File: config.mk
export PLATFORM = sky130hd
export DESIGN_NAME = inv_chain_pulse_tester
export DESIGN_NICKNAME = d
export VERILOG_FILES = /design/src/rtl/inv_chain_pkg.sv /design/src/rtl/INV_X1.sv /design/src/rtl/inv_chain_n.sv /design/src/rtl/inv_chain_pulse_tester.sv
export SDC_FILE = /design/constraint.sdc
export NUM_CORES = 1
export LEC_CHECK = 0
export ABC_CLOCK_PERIOD_IN_PS = 3200
export CORE_ASPECT_RATIO = 1.1
export CORE_UTILIZATION = 55
export DETAILED_ROUTE_END_ITERATION = 7
export GPL_TIMING_DRIVEN = 1
export PLACE_DENSITY = 0.78
export SLEW_MARGIN = 20
export SYNTH_ARGS = -nofsm -noshare
export SYNTH_HDL_FRONTEND = slang
export SYNTH_SLANG_ARGS = --single-unit
export TNS_END_PERCENT = 20
File: constraint.sdc
create_clock -name clk -period 3.2 [get_ports clk]
set_clock_uncertainty 0.1 [all_clocks]
set_input_delay 0.64 -clock clk [delete_from_list [all_inputs] [get_ports clk]]
set_output_delay 0.64 -clock clk [all_outputs]
set_load 0.01 [all_outputs]
File: src/rtl/inv_chain_pkg.sv
// Shared types and helpers for the inverter-chain pulse tester.
// Holds the FSM state encoding, the default drain length and the expected edge count.
package inv_chain_pkg;

  typedef enum logic [2:0] {
    IDLE  = 3'd0,
    HIGH  = 3'd1,
    LOW   = 3'd2,
    DRAIN = 3'd3,
    DONE  = 3'd4
  } state_t;

  localparam int DEFAULT_DRAIN_CYCLES = 4;
  localparam int MAX_CNT_W            = 32;

  // Every pulse that survives the chain contributes one rising and one falling edge.
  function automatic logic [MAX_CNT_W:0] expected_edges(input logic [MAX_CNT_W-1:0] pulses);
    return {pulses, 1'b0};
  endfunction

endpackage

File: src/rtl/INV_X1.sv
// Behavioural model of the single-drive library inverter used to build the chain.
module INV_X1 (
  input  logic I,
  output logic ZN
);

  assign ZN = ~I;

endmodule

File: src/rtl/inv_chain_n.sv
// Purely combinational chain of STAGES INV_X1 cells under test.
module inv_chain_n #(
  parameter int STAGES = 26
) (
  input  logic myin,
  output logic myout
);

  logic [STAGES:0] node;

  assign node[0] = myin;

  for (genvar i = 0; i < STAGES; i++) begin : g_stage
    INV_X1 u_inv (
      .I  (node[i]),
      .ZN (node[i+1])
    );
  end

  assign myout = node[STAGES];

endmodule

File: src/rtl/inv_chain_pulse_tester.sv
// Drives pulse trains into an inverter chain, resynchronises its output and
// counts edges, flagging runs where the edge count differs from 2*pulse_count.
module inv_chain_pulse_tester
  import inv_chain_pkg::*;
#(
  parameter int STAGES       = 26,
  parameter int PW_W         = 8,
  parameter int CNT_W        = 16,
  parameter int DRAIN_CYCLES = DEFAULT_DRAIN_CYCLES
) (
  input  logic             clk,
  input  logic             rst_n,
  input  logic             start,
  input  logic [PW_W-1:0]  pulse_width,
  input  logic [PW_W-1:0]  gap_width,
  input  logic [CNT_W-1:0] pulse_count,
  output logic             busy,
  output logic             done,
  output logic [CNT_W-1:0] edges_seen,
  output logic             mismatch,
  output logic             chain_in,
  output logic             chain_out_sync
);

  // The phase timer also times DRAIN, so it must hold the larger of the two ranges.
  localparam int DW    = $clog2(DRAIN_CYCLES) + 1;
  localparam int TMR_W = (PW_W > DW) ? PW_W : DW;
  localparam logic [TMR_W-1:0] DRAIN_LOAD = TMR_W'(DRAIN_CYCLES - 1);

  state_t           state;
  state_t           state_nx;
  logic [TMR_W-1:0] timer;
  logic [TMR_W-1:0] timer_nx;
  logic             timer_zero;
  logic             accept;
  logic [PW_W-1:0]  p_start;
  logic [PW_W-1:0]  g_start;
  logic [PW_W-1:0]  p_len;
  logic [PW_W-1:0]  g_len;
  logic [CNT_W-1:0] n_total;
  logic [CNT_W-1:0] pulses_left;
  logic [CNT_W:0]   exp_edges;
  logic             chain_raw;
  logic             sync1;
  logic             prev;
  logic             edge_det;
  logic             count_en;

  inv_chain_n #(
    .STAGES (STAGES)
  ) u_chain (
    .myin  (chain_in),
    .myout (chain_raw)
  );

  assign timer_zero = (timer == {TMR_W{1'b0}});
  assign accept     = (state == IDLE) && start;
  assign p_start    = (pulse_width == {PW_W{1'b0}}) ? PW_W'(1'b1) : pulse_width;
  assign g_start    = (gap_width == {PW_W{1'b0}}) ? PW_W'(1'b1) : gap_width;
  assign exp_edges  = (CNT_W+1)'(expected_edges(MAX_CNT_W'(n_total)));
  assign edge_det   = chain_out_sync ^ prev;
  assign count_en   = (state == HIGH) || (state == LOW) || (state == DRAIN);

  // Next-state and phase-timer reload; the timer holds the remaining cycles minus one.
  always_comb begin
    state_nx = state;
    timer_nx = timer_zero ? timer : (timer - TMR_W'(1'b1));
    case (state)
      IDLE: begin
        if (start) begin
          if (pulse_count != {CNT_W{1'b0}}) begin
            state_nx = HIGH;
            timer_nx = TMR_W'(p_start) - TMR_W'(1'b1);
          end else begin
            state_nx = DRAIN;
            timer_nx = DRAIN_LOAD;
          end
        end else begin
          state_nx = IDLE;
        end
      end
      HIGH: begin
        if (timer_zero) begin
          state_nx = LOW;
          timer_nx = TMR_W'(g_len) - TMR_W'(1'b1);
        end else begin
          state_nx = HIGH;
        end
      end
      LOW: begin
        if (timer_zero) begin
          if (pulses_left == CNT_W'(1'b1)) begin
            state_nx = DRAIN;
            timer_nx = DRAIN_LOAD;
          end else begin
            state_nx = HIGH;
            timer_nx = TMR_W'(p_len) - TMR_W'(1'b1);
          end
        end else begin
          state_nx = LOW;
        end
      end
      DRAIN: begin
        if (timer_zero) begin
          state_nx = DONE;
        end else begin
          state_nx = DRAIN;
        end
      end
      DONE: begin
        state_nx = IDLE;
      end
      default: begin
        state_nx = IDLE;
        timer_nx = {TMR_W{1'b0}};
      end
    endcase
  end

  // State, timer and registered drive/status outputs (one cycle behind the state).
  always_ff @(posedge clk) begin
    if (!rst_n) begin
      state    <= IDLE;
      timer    <= {TMR_W{1'b0}};
      chain_in <= 1'b0;
      busy     <= 1'b0;
      done     <= 1'b0;
    end else begin
      state    <= state_nx;
      timer    <= timer_nx;
      chain_in <= (state == HIGH);
      busy     <= count_en;
      done     <= (state == DONE);
    end
  end

  // Operand latches and remaining-pulse counter, frozen for the whole run.
  always_ff @(posedge clk) begin
    if (!rst_n) begin
      p_len       <= PW_W'(1'b1);
      g_len       <= PW_W'(1'b1);
      n_total     <= {CNT_W{1'b0}};
      pulses_left <= {CNT_W{1'b0}};
    end else if (accept) begin
      p_len       <= p_start;
      g_len       <= g_start;
      n_total     <= pulse_count;
      pulses_left <= pulse_count;
    end else if ((state == LOW) && timer_zero) begin
      pulses_left <= pulses_left - CNT_W'(1'b1);
    end
  end

  // Two-flop synchroniser for the chain output plus the previous-value flop.
  always_ff @(posedge clk) begin
    if (!rst_n) begin
      sync1          <= 1'b0;
      chain_out_sync <= 1'b0;
      prev           <= 1'b0;
    end else begin
      sync1          <= chain_raw;
      chain_out_sync <= sync1;
      prev           <= chain_out_sync;
    end
  end

  // Saturating edge counter and result flag; IDLE edges (e.g. odd-chain settling) are ignored.
  always_ff @(posedge clk) begin
    if (!rst_n) begin
      edges_seen <= {CNT_W{1'b0}};
      mismatch   <= 1'b0;
    end else if (accept) begin
      edges_seen <= {CNT_W{1'b0}};
      mismatch   <= 1'b0;
    end else begin
      if (count_en && edge_det && (edges_seen != {CNT_W{1'b1}})) begin
        edges_seen <= edges_seen + CNT_W'(1'b1);
      end
      if (state == DONE) begin
        mismatch <= ({1'b0, edges_seen} != exp_edges);
      end
    end
  end

endmodule

== After elaboration in Yosys (flattened, before gate mapping) ==
Index checks and enable logic that the tools add are counted.
W data, S select, Z words.

* Output and inout bits: 21
* Flip-flop bits (word level): 82

* Reduce and logical (&&, ||, !) cells: 14
* $add $sub $neg: 6
* Equal/unequal tests: 7
* Bitwise operators: 2
* Muxes and demuxes: 18

{| class="wikitable"
|+ Operators with widths
! cell !! count
|-
| $mux W8 || 8
|-
| $mux W16 || 2
|-
| $pmux W8 S4 || 1
|-
| $sub A8 B1 Y8 const B || 4
|-
| $logic_not A8 Y1 || 3
|-
| $ne A16 B17 Y1 || 1
|-
| $add A16 B1 Y16 const B || 1
|-
| $eq A16 B1 Y1 const B || 1
|-
| $ne A16 B16 Y1 const B || 1
|-
| $reduce_bool A16 Y1 || 1
|-
| $sub A16 B1 Y16 const B || 1
|-
| $pmux W3 S4 || 1
|-
| $mux W3 || 3
|-
| $eq A3 B2 Y1 const B || 2
|-
| $mux W2 || 3
|-
| $logic_and A1 B1 Y1 || 4
|-
| $reduce_or A2 Y1 || 2
|-
| $eq A3 B1 Y1 const B || 1
|-
| $eq A3 B3 Y1 const B || 1
|-
| $logic_not A3 Y1 || 1
|-
| $logic_or A1 B1 Y1 || 2
|-
| $reduce_bool A2 Y1 || 1
|-
| $not A1 Y1 || 1
|-
| $xor A1 B1 Y1 || 1
|}

== Longest topological paths before layout ==
* Depth in word-level cells: 6
* Mapped depth: 9
* Gate-level depth less buffers: 9

== Cells and area by module ==
A second synthesis with hierarchy kept.

* Cells, all modules: 586
* Area, all modules: 4,521.8 sq um

{| class="wikitable"
|+ By module, submodules not included
! module !! area each (sq um) !! times used !! cells each
|-
| inv_chain_pulse_tester || 4,424.2 || 1 || 560
|-
| INV_X1 || 3.8 || 26 || 1
|}

== Least setup slack after synthesis ==
No wires, ideal clock.

* Path type: input to register
* Start: in pulse_width[1]
* End: reg timer[6]
* Required time: 2.972 ns
* Path slack: 0.514 ns
* Arrival time: 2.458 ns
* Stages on the path: 9
* Path through: or4_4 > o41ai_4 > inv_1 > ha_1 > nand2b_1 > nor4_1 > xor2_1 > a211oi_1 > a211oi_2

* Cells in the longest elaborated chain, start to end: 6

{| class="wikitable"
|+ Ends and longest elaborated chain
! element !! RTL line !! RTL
|-
| start: declaration || inv_chain_pulse_tester.sv:14 || <nowiki>input logic [PW_W-1:0] pulse_width,</nowiki>
|-
| $logic_not A8 Y1 || inv_chain_pulse_tester.sv:58 || <nowiki>assign p_start = (pulse_width == {PW_W{1'b0}}) ? PW_W'(1'b1) : pulse_width;</nowiki>
|-
| $mux W8 * || inv_chain_pulse_tester.sv:58 ||
|-
| $sub A8 B1 Y8 * || inv_chain_pulse_tester.sv:73 || <nowiki>timer_nx = TMR_W'(p_start) - TMR_W'(1'b1);</nowiki>
|-
| $mux W8 * || inv_chain_pulse_tester.sv:71 || <nowiki>if (pulse_count != {CNT_W{1'b0}}) begin</nowiki>
|-
| $mux W8 * || inv_chain_pulse_tester.sv:70 || <nowiki>if (start) begin</nowiki>
|-
| $pmux W8 S4 * || inv_chain_pulse_tester.sv:68 || <nowiki>case (state)</nowiki>
|-
| end signal: assignment || inv_chain_pulse_tester.sv:124 || <nowiki>timer <= {TMR_W{1'b0}};</nowiki>
|-
| end signal: assignment || inv_chain_pulse_tester.sv:130 || <nowiki>timer <= timer_nx;</nowiki>
|-
| end: declaration || inv_chain_pulse_tester.sv:32 || <nowiki>logic [TMR_W-1:0] timer;</nowiki>
|}

Every way passes the cells marked *; elsewhere a longest branch is shown, timed or not.
A chain may end at the register's enable or synchronous reset.

== Final worst setup path ==
Same ends and word-level chain as after synthesis.

==> metrics.yaml <==
status:
  status: "complete, no violations"
hold_path:
  whs_path_depth: 1
  hp-class: "reg2reg"
  whs_endpoint: "chain_out_sync"
  min-delay-start: "sync1"
place:
  dp_hpwl_mm: 8.381
  gp_congestion: 0.9041
  pre_cts_ws_ns: 0.07490
  numPlacedInstances: 703
  placed_area_um2: 5150
  port-buffer-count: 55
clock_network:
  cts-buffers-inserted: 9
  clockBufferDepth: 2
  post_cts_buffers: 0
  cts_sinks: 82
  cts_resized: 0
  cts_tree: "done"
  cts-htree-levels: 3
  clk_pin_slew_ns: 0.08
  cts_hold_buf: 0
  cts_root_buf: "clkbuf_8"
  clkLatencyLatePin_ns: 0.37
die:
  rows: 34
  die_w_um: 87.65
  coreArea_um2: 7870
  dieArea_um2: 8432
  die_h_um: 96.21
  ios: 56
  initial_core_util_pct: 56.39
detailed_routing:
  antenna_left: 0
  wl_per_cell_um: 15.49
  vias_per_cell: 5.883
  drc: 0
  initialDrtViolationCount: 272
  vias: 4230
  firstDrtPassIters: 4
  drt_wl_total_mm: 11.14
worst_setup_path:
  crit_path_start_kind: "input pin"
  r2r_start: "timer[0]"
  r2r_end: "pulses_left[14]"
  cp_data_arrival_time_ns: 2.89
  r2r_slack_ns: 0.78
  cp.required_ns: 3.34
  crit_type: "in2reg"
  r2r_cells: 7
  critPathMaxFanout: 4
  cp-end-kind: "flip-flop"
power:
  cell_internal_pwr_mw: 2.011
  p_comb_share_pct: 36.1
  seqPwrFrac_pct: 40.4
  total_power_mw: 3.280
  power_density_nw_per_um2: 612.8
  vdd_drop_max_v: 0.0003630
  p_leak_nw: 1.896
  switching_power_mw: 1.269
  clkPwrFrac_pct: 23.4
  switching_share_pct: 38.68
timing:
  rsz0062_at_grt: "no"
  final-hold-violation-count: 0
  fin_tns_setup_ns: 0
  max_slew.worst_pin.slew_ns: 0.8303
  setup_viol: 0
  period_needed_ns: 2.751
  fmax_mhz: 363.4
  drv_slew: 0
  fin_worst_hold_slack_ns: 0.3401
  relSlewSlack_pct: 44.14
  layout_setup_ws_ns: 0.4485
  finalCritPeriodShare_pct: 85.98
global_route:
  overflow: 0
  grt_util_met1_pct: 33.37
  grt_use_total_pct: 28.32
  gr-usage-met3_pct: 4.460
  grtUsageMet2_pct: 50.91
  grt_pass1_wl_mm: 18.29
  grt_max_degree: 36
  busiest_layer: "met2"
  antenna_found_initial: 0
  first_global_vias: 3875
logic_synthesis:
  synth_edf_count: 0
  syn_avg_cell_area_um2: 8.113
  synth-main-ff-cell: "dfxtp_1"
  ys_warn_count: 0
  ys_seq_area_share_pct: 36.99
  syn_nets: 589
  ys_types: 61
  yosys.area.top_type_share_pct: 36.99
  async_reset_ff_share_pct: 0
  synth_area_leaders: "dfxtp_1, nand2_1, a21oi_1"
  synth_top_area_cell: "dfxtp_1"
  netlist_instances: 547
  netlist_area_um2: 4438
  ys_ff_latch: 82
finish:
  diodes: 0
  final_core_utilization_pct: 68.01
  finalInstanceArea_um2: 5353
  layoutNonFillerInstCount: 719
  drive_gt1_share_pct: 8.020
  nets: 648
  area_growth_pct: 20.61
run:
  drv_cap: 0
[cells in the final DEF (no fill, tap or decap), drive strengths merged, types with 15 or more instances in the layout]
master and instances:
a21oi 53, nor2 34, o21ai 20, inv 16, clkdlybuf4s50 55, nor3 17, xnor2 23, a31oi 15
nand2 84, dfxtp 82, xor2 24, nand3 16, buf 16
[worst max-delay path by stage]
stage,endpoint,slack [ns],depth (start not counted),start
finish,timer[6],0.45,10,pulse_width[1]
CTS,timer[6],0.45,10,pulse_width[1]
global placement,timer[6],0.15,10,pulse_width[1]
floorplan,timer[6],0.51,9,pulse_width[1]
detailed placement,timer[6],0.07,10,pulse_width[1]
global route,timer[6],0.33,10,pulse_width[2]
[sequential cells by signal, summed over array words and instances, names as in the netlist]
register	cells
chain_out_sync	1
prev	1
busy	1
chain_in	1
g_len	8
edges_seen	16
done	1
timer	8
n_total	16
p_len	8
pulses_left	16
state	3
mismatch	1
sync1	1
[synthesized netlist by cell type, types with 2 or more instances]
cell,instances
a211oi_1,7
a21oi_1,52
a31oi_1,15
and2_1,8
and3_1,6
and4_1,4
buf_4,2
clkbuf_1,19
dfxtp_1,82
ha_1,7
inv_1,15
nand2_1,84
nand2b_1,5
nand3_1,16
nand4_1,14
nor2_1,34
nor3_1,15
nor3_2,2
nor3b_1,3
nor4_1,13
nor4b_2,4
o2111ai_1,2
o211a_1,2
o211ai_1,11
o21a_1,6
o21ai_0,20
o311ai_0,2
o31ai_1,2
or3_1,13
or4_1,6
xnor2_1,23
xor2_1,24
[routing by layer]
metal | share of wire [%] | wire length, um | up-vias
li1 | - | - | 2114
met1 | 42 | 4650 | 1966
met2 | 51 | 5721 | 131
met3 | 4.8 | 536 | 19
met4 | 2.0 | 227 | 0
met5 | 0 | 0 | -
[power groups by stage]
stage,Clock [mW],Sequential (mW),Combinational [mW]
final,0.769,1.33,1.19
after global routing,0.825,1.35,1.30
after global placement,0,1.33,1.15
after floorplan,0,1.30,0.896
after CTS,0.779,1.32,1.17
after detailed placement,0,1.35,1.17
[area by class of cell]
cell class | count | area [um^2]
Multi-Input combinational cell | 426 | 2643
Clock inverter | 7 | 78.83
Tap cell | 108 | 135.1
Inverter | 16 | 60.06
Clock buffer | 9 | 123.9
Sequential cell | 82 | 1642
Timing Repair Buffer | 71 | 670.6
Fill cell | 655 | 2517
[cells by family after synthesis]
kind of cell	synth area share, %
AND/OR/NAND/NOR	28.16
adder cells (fa/ha/maj)	1.973
flip-flops	36.99
AO/OA/AOI/OAI	19.71
buffers and inverters	3.665
multiplexers	0.2256
XOR/XNOR	9.275
[worst max-delay path, stage by stage]
cell and delay (ns):
clkdlybuf4s50_1 0.42, or4_4 0.58, o41ai_4 0.24, inv_1 0.08, ha_1 0.22, nand2b_1 0.10, nor4_1 0.06, xor2_1 0.16
a211oi_1 0.31, a211oi_2 0.07
Power figures use the tool's default switching activity.
